<file path="src/rtl/calc_entry_engine.sv">
// Calculator core: builds signed decimal operands from keypad pulses, applies +, - or x
// (multiply via a 14-step shift-add) and drives the signed display value and status flags.
module calc_entry_engine #(
  parameter int unsigned DIGITS  = 4,
  parameter int unsigned WIDTH   = 32,
  parameter int unsigned MAX_MAG = 99999999
) (
  input  logic                    newClock,
  input  logic                    reset,
  input  logic [4:0]              numberPulse,
  input  logic [4:0]              operatorPulse,
  input  logic [4:0]              equalPulse,
  input  logic [4:0]              clearPulse,
  input  logic [4:0]              resetPulse,
  input  logic [4:0]              negativePulse,
  output logic signed [WIDTH-1:0] displayValue,
  output logic                    busy,
  output logic                    error,
  output logic [2:0]              state
);

  localparam int unsigned ACC_W = 48;
  localparam int unsigned MAG_W = 14;
  localparam int unsigned CNT_W = 3;
  localparam int unsigned ITER  = 14;

  typedef enum logic [2:0] {
    S_ENTER_A = 3'd0,
    S_ENTER_B = 3'd1,
    S_COMPUTE = 3'd2,
    S_SHOW    = 3'd3,
    S_ERROR   = 3'd4
  } state_t;

  typedef enum logic [1:0] {OP_ADD = 2'd0, OP_SUB = 2'd1, OP_MUL = 2'd2} op_t;

  typedef enum logic [3:0] {
    ACT_NONE, ACT_RESET, ACT_CLEAR, ACT_EQ, ACT_CHAIN, ACT_OP_A,
    ACT_OP_REPL, ACT_SHOW_OP, ACT_DIGIT, ACT_NEW_A, ACT_NEG
  } act_t;

  state_t                   st;
  op_t                      op, pend_op, op_dec;
  act_t                     act;
  logic [MAG_W-1:0]         mag, next_mag;
  logic [CNT_W-1:0]         cnt;
  logic                     sign, chain, mneg, op_ok, is_digit;
  logic signed [ACC_W-1:0]  a, b, ent_val, sum, fin_val;
  logic [ACC_W-1:0]         ent_mag, a_mag, acc, mcand, mul_acc, fin_mag;
  logic [MAG_W-1:0]         mplier;
  logic [3:0]               mcnt;
  logic                     fin_neg, fin_ovf, mul_last;
  logic                     unused_bits;

  assign state       = st;
  assign unused_bits = ^{equalPulse[3:0], clearPulse[3:0], resetPulse[3:0], negativePulse[3:1]};

  function automatic logic signed [WIDTH-1:0] disp_of(input logic s, input logic [MAG_W-1:0] m);
    logic [WIDTH-1:0] v;
    v = WIDTH'(m);
    return s ? -v : v;
  endfunction

  // Operand, operator and arithmetic datapath
  always_comb begin
    is_digit = numberPulse[3:0] <= 4'd9;
    next_mag = MAG_W'(mag * MAG_W'(10) + MAG_W'(numberPulse[3:0]));
    op_ok    = 1'b1;
    case (operatorPulse[3:0])
      4'hF:    op_dec = OP_ADD;
      4'hE:    op_dec = OP_SUB;
      4'hD:    op_dec = OP_MUL;
      default: begin op_dec = OP_ADD; op_ok = 1'b0; end
    endcase
    ent_mag  = ACC_W'(mag);
    ent_val  = sign ? -ent_mag : ent_mag;
    a_mag    = a[ACC_W-1] ? -a : a;
    sum      = (op == OP_SUB) ? a - b : a + b;
    mul_acc  = acc + (mplier[0] ? mcand : '0);
    mul_last = mcnt == 4'(ITER - 1);
    if (op == OP_MUL) begin
      fin_mag = mul_acc;
      fin_neg = mneg;
    end else begin
      fin_mag = sum[ACC_W-1] ? -sum : sum;
      fin_neg = sum[ACC_W-1];
    end
    fin_val = (fin_neg && fin_mag != '0) ? -fin_mag : fin_mag;
    fin_ovf = fin_mag > ACC_W'(MAX_MAG);
  end

  // Pick the single highest-priority pulse and what it means in the current state
  always_comb begin
    act = ACT_NONE;
    if (resetPulse[4] || (clearPulse[4] && (st == S_SHOW || st == S_ERROR))) begin
      act = ACT_RESET;
    end else if (st == S_ENTER_A || st == S_ENTER_B) begin
      if (clearPulse[4]) act = ACT_CLEAR;
      else if (equalPulse[4]) act = (st == S_ENTER_B) ? ACT_EQ : ACT_NONE;
      else if (operatorPulse[4]) begin
        if (op_ok) begin
          if (st == S_ENTER_A) act = ACT_OP_A;
          else if (cnt == '0) act = ACT_OP_REPL;
          else act = ACT_CHAIN;
        end
      end else if (numberPulse[4]) begin
        if (is_digit && cnt < CNT_W'(DIGITS)) act = ACT_DIGIT;
      end else if (negativePulse[4]) act = ACT_NEG;
    end else if (st == S_SHOW) begin
      if (equalPulse[4]) act = ACT_NONE;
      else if (operatorPulse[4]) act = op_ok ? ACT_SHOW_OP : ACT_NONE;
      else if (numberPulse[4]) act = is_digit ? ACT_NEW_A : ACT_NONE;
    end
  end

  always_ff @(posedge newClock) begin
    if (reset || act == ACT_RESET) begin
      st           <= S_ENTER_A;
      displayValue <= '0;
      busy         <= 1'b0;
      error        <= 1'b0;
      mag          <= '0;
      cnt          <= '0;
      sign         <= 1'b0;
      a            <= '0;
      b            <= '0;
      op           <= OP_ADD;
      pend_op      <= OP_ADD;
      chain        <= 1'b0;
      acc          <= '0;
      mcand        <= '0;
      mplier       <= '0;
      mcnt         <= '0;
      mneg         <= 1'b0;
    end else begin
      case (act)
        ACT_CLEAR: begin
          mag <= '0; cnt <= '0; sign <= 1'b0; displayValue <= '0;
        end
        ACT_EQ, ACT_CHAIN: begin
          b       <= ent_val;
          st      <= S_COMPUTE;
          busy    <= 1'b1;
          acc     <= '0;
          mcand   <= a_mag;
          mplier  <= mag;
          mcnt    <= '0;
          mneg    <= a[ACC_W-1] ^ sign;
          chain   <= (act == ACT_CHAIN);
          pend_op <= op_dec;
          mag <= '0; cnt <= '0; sign <= 1'b0;
        end
        ACT_OP_A: begin
          a  <= ent_val;
          op <= op_dec;
          st <= S_ENTER_B;
          mag <= '0; cnt <= '0; sign <= 1'b0;
        end
        ACT_OP_REPL: op <= op_dec;
        ACT_SHOW_OP: begin
          a  <= {{(ACC_W-WIDTH){displayValue[WIDTH-1]}}, displayValue};
          op <= op_dec;
          st <= S_ENTER_B;
          mag <= '0; cnt <= '0; sign <= 1'b0;
        end
        ACT_DIGIT: begin
          mag          <= next_mag;
          cnt          <= cnt + CNT_W'(1);
          displayValue <= disp_of(sign, next_mag);
        end
        ACT_NEW_A: begin
          mag          <= MAG_W'(numberPulse[3:0]);
          cnt          <= CNT_W'(1);
          sign         <= 1'b0;
          st           <= S_ENTER_A;
          displayValue <= WIDTH'(numberPulse[3:0]);
        end
        ACT_NEG: begin
          sign         <= negativePulse[0];
          displayValue <= disp_of(negativePulse[0], mag);
        end
        default: ;
      endcase

      // One shift-add step per cycle; add/sub finishes on the first COMPUTE cycle
      if (st == S_COMPUTE) begin
        acc    <= mul_acc;
        mcand  <= mcand << 1;
        mplier <= mplier >> 1;
        mcnt   <= mcnt + 4'd1;
        if (op != OP_MUL || mul_last) begin
          busy  <= 1'b0;
          chain <= 1'b0;
          if (fin_ovf) begin
            error        <= 1'b1;
            displayValue <= '0;
            st           <= S_ERROR;
          end else begin
            displayValue <= WIDTH'(fin_val);
            if (chain) begin
              a  <= fin_val;
              op <= pend_op;
              st <= S_ENTER_B;
            end else begin
              st <= S_SHOW;
            end
          end
        end
      end
    end
  end

endmodule

</file>
<file path="config.mk">
export PLATFORM = sky130hd
export DESIGN_NAME = calc_entry_engine
export DESIGN_NICKNAME = d
export VERILOG_FILES = /design/src/rtl/calc_entry_engine.sv
export SDC_FILE = /design/constraint.sdc
export NUM_CORES = 1
export LEC_CHECK = 0
export ABC_AREA = 1
export BUFFER_PORTS_ARGS = -buffer_cell sky130_fd_sc_hd__buf_2
export CAP_MARGIN = 20
export CORE_MARGIN = 4
export CORE_UTILIZATION = 25
export CTS_BUF_LIST = sky130_fd_sc_hd__clkbuf_16
export DETAILED_ROUTE_END_ITERATION = 7
export PLACE_DENSITY = 0.41
export SYNTH_ARGS = -nofsm -noshare
export SYNTH_HDL_FRONTEND = slang
export SYNTH_SLANG_ARGS = --single-unit
</file>
<file path="constraint.sdc">
create_clock -name newClock -period 11.3 [get_ports newClock]
set_input_delay 2.26 -clock newClock [delete_from_list [all_inputs] [get_ports newClock]]
set_output_delay 2.26 -clock newClock [all_outputs]
set_load 0.005 [all_outputs]
</file>
==> metrics <==
CP max stage delay 0.55 ns; Worst setup SP type register; Yosys top cell by area nand2_1; detailed placement HPWL 93340 µm; layout cells sized above 1 7.694%; vias roughly 29000; I/O Pins 69; Post-Syn Instances 4540; Core ar. 103500 µm²; via/cell ratio 4.820; final WL 114400 µm; initial antenna violation count 2; Clock Latency Late Sink 0.57 ns; Reg-to-Reg End displayValue[5]; first-pass GRT wire length around 170000 µm; Final Skew 0.03504 ns; gr ovfl total 0; Worst Hold End pend_op[1]; setup TNS 0 ns; # fillers 12020; CP required 11.81 ns; Syn Nets between 4000 and 5000; final hold vios 0; leakage approximately 14 nW; CTS tree yes; Worst Path Max Fanout 67; CTS max path bufs 3; Worst Setup End Kind register; DRC 0; crit path time final slightly below 8 ns; maximum VDD drop between 0.0001 and 0.00015 V; Total GRT Usage about a fifth; Max Cap Viol 0; RR Startpoint b[0]; largest net degree at the start of global routing 82; Initial DRT Pass Iterations 5; Post-synth EDFFs 0; Final setup viols 0; die height around 330 µm; RSZ-0062 raised after global routing no; post-synth cell types 58; num rows between 100 and 150; status finished clean; crit path launch b[0]; CTS clk-pin slew, worst paths 0.06 ns; Worst slew margin 33.51%; area fraction of the dominant cell type after synthesis 20.87%; most used cell, CP nand2_1; Top FF cell, synth dfxtp_1; Initial Util roughly 25%; hold path start pend_op[1]; dpl ws 3.711 ns; Inserted Clock Buffers 35; final total power 3.758 mW; Slew @ Worst Pin 0.9963 ns; fraction of registers with async set/reset 0%; vias in the first global route roughly 27000; Die ar. 109600 µm²; hold depth 2; post-CTS setup buffer count 0; Area growth, synth to finish 10.48%; Mapped Area approximately 26000 µm²; WL per Instance 19.29 µm; post-CTS sizing 0; Synth Warn # 0; critical path's slowest cell nand2_4; Placer Congestion 0.8911; Setup CP Type reg -> reg; Max H-tree Level 2; sequential fraction of the synthesis area 19.18%; chip width 331.1 µm; largest cells by area after synthesis nand2_1 (21%), dfxtp_1 (19%), inv_1 (8.1%); Slew Viols, Final 0; clk root buf clkbuf_16; Period Utilization, post-route between 60% and 70%; PD cells 130.4 nW/µm²; DR iter-0 viols about 2300; Syn Area/Cell 5.747 µm²; DRT antenna net count 0; fmax approximately 0.13 GHz; count of input and output buffers 53; Final WS setup 3.517 ns; Hold WC Path Type reg -> reg; Register-to-Register Path Depth 40; Synth Register Bits 250; slack of the worst reg-to-reg path approximately 3.5 ns; data arrival time of the worst path 8.29 ns; Nets 4689; hold_buf cts 0; CTS Sinks 250
flip-flops by register name (all words and copies together) (netlist names), 3 cells and up:
name,flops
a,48
acc,48
b,27
cnt,3
displayValue,32
mag,14
mcand,48
mcnt,4
mplier,14
state,3
kinds of logic after synthesis:
group / share of synthesized area, %
buf+inv: 11.28
compound gates: 16.21
flops: 19.18
simple gates: 41.12
mux: 0.08152
fa+ha+maj: 6.493
xor+xnor: 5.639
Yosys cell counts, types with 52 or more instances:
cell	instances
nor2_1	441
ha_1	129
inv_1	560
a21oi_1	289
xor2_1	132
clkbuf_1	101
nand2_2	52
nand3_1	320
nand4_1	68
nand2_1	1451
nor3_1	54
dfxtp_1	250
a31oi_1	60
o21ai_0	177
critical path, delay by kind of cell (launching register included):
kind	cells	cell delay, ns
simple gates	28	4.87
compound gates	4	1.23
fa+ha+maj	2	0.56
buf+inv	5	0.42
flops	1	0.35
xor+xnor	1	0.20
final cells by class:
cell class	instances	area [µm²]	share of cell area (%)
diodes	1	2.502	0.008681
inverters	610	2295	7.961
multi-input cells	3545	18180	63.06
well taps	1380	1727	5.990
clock buffers	36	900.9	3.125
clock inverters	26	236.5	0.8204
flip-flops and latches	250	5005	17.36
repair buffers	82	483.0	1.675
report_power, final:
group / leakage (nW) / internal (mW) / switching [mW]
registers: 2.02 / 0.889 / 0.00829
logic: 11.5 / 0.456 / 1.27
clock network: 0.575 / 0.654 / 0.480
total: 14.0 / 2.00 / 1.76
how the worst max path moves through the flow:
stage                            end  slack, ns  cells past startpoint
floorplan                      a[24]       6.15                     43
detailed placement              a[6]       3.71                     40
CTS                 displayValue[31]       3.64                     40
global placement    displayValue[31]       3.72                     40
global route        displayValue[27]       2.84                     40
finish               displayValue[5]       3.52                     40
through the flow:
step | instances | area [µm²] | util [%] | hold WS, ns
finish | 5930 | 28830 | 27.85 | 0.4623
global route | 5929 | 28820 | 27.85 | 0.4860
CTS | 5929 | 28820 | 27.85 | 0.4654
detailed placement | 5867 | 27690 | 26.75 | 0.4575
global placement | 5867 | 27690 | 26.75 | 0.4523
floorplan | 4540 | 26090 | - | 0.4297
layer usage:
| metal | share of wire (%) | wire, µm | global-route usage (%) |
|---|---|---|---|
| met1 | 48 | 54600 | 28.86 |
| met2 | 45 | 51580 | 33.79 |
| met3 | 4.4 | 5088 | 1.743 |
| met4 | 2.7 | 3106 | 5.342 |
| met5 | 0 | 0 | 0 |
cells in the final DEF (no fill, tap or decap), drive strengths merged, types with 33 or more instances in the layout:
cell	instances
inv	607
a221oi	33
buf	82
xnor2	36
a21oi	297
clkbuf	36
xor2	132
nand3	334
dfxtp	250
nor2	481
o21ai	241
nand4	69
a31oi	60
nand2	1510
nor3	54
ha	129
No activity file was read; power rests on OpenSTA's default activity.
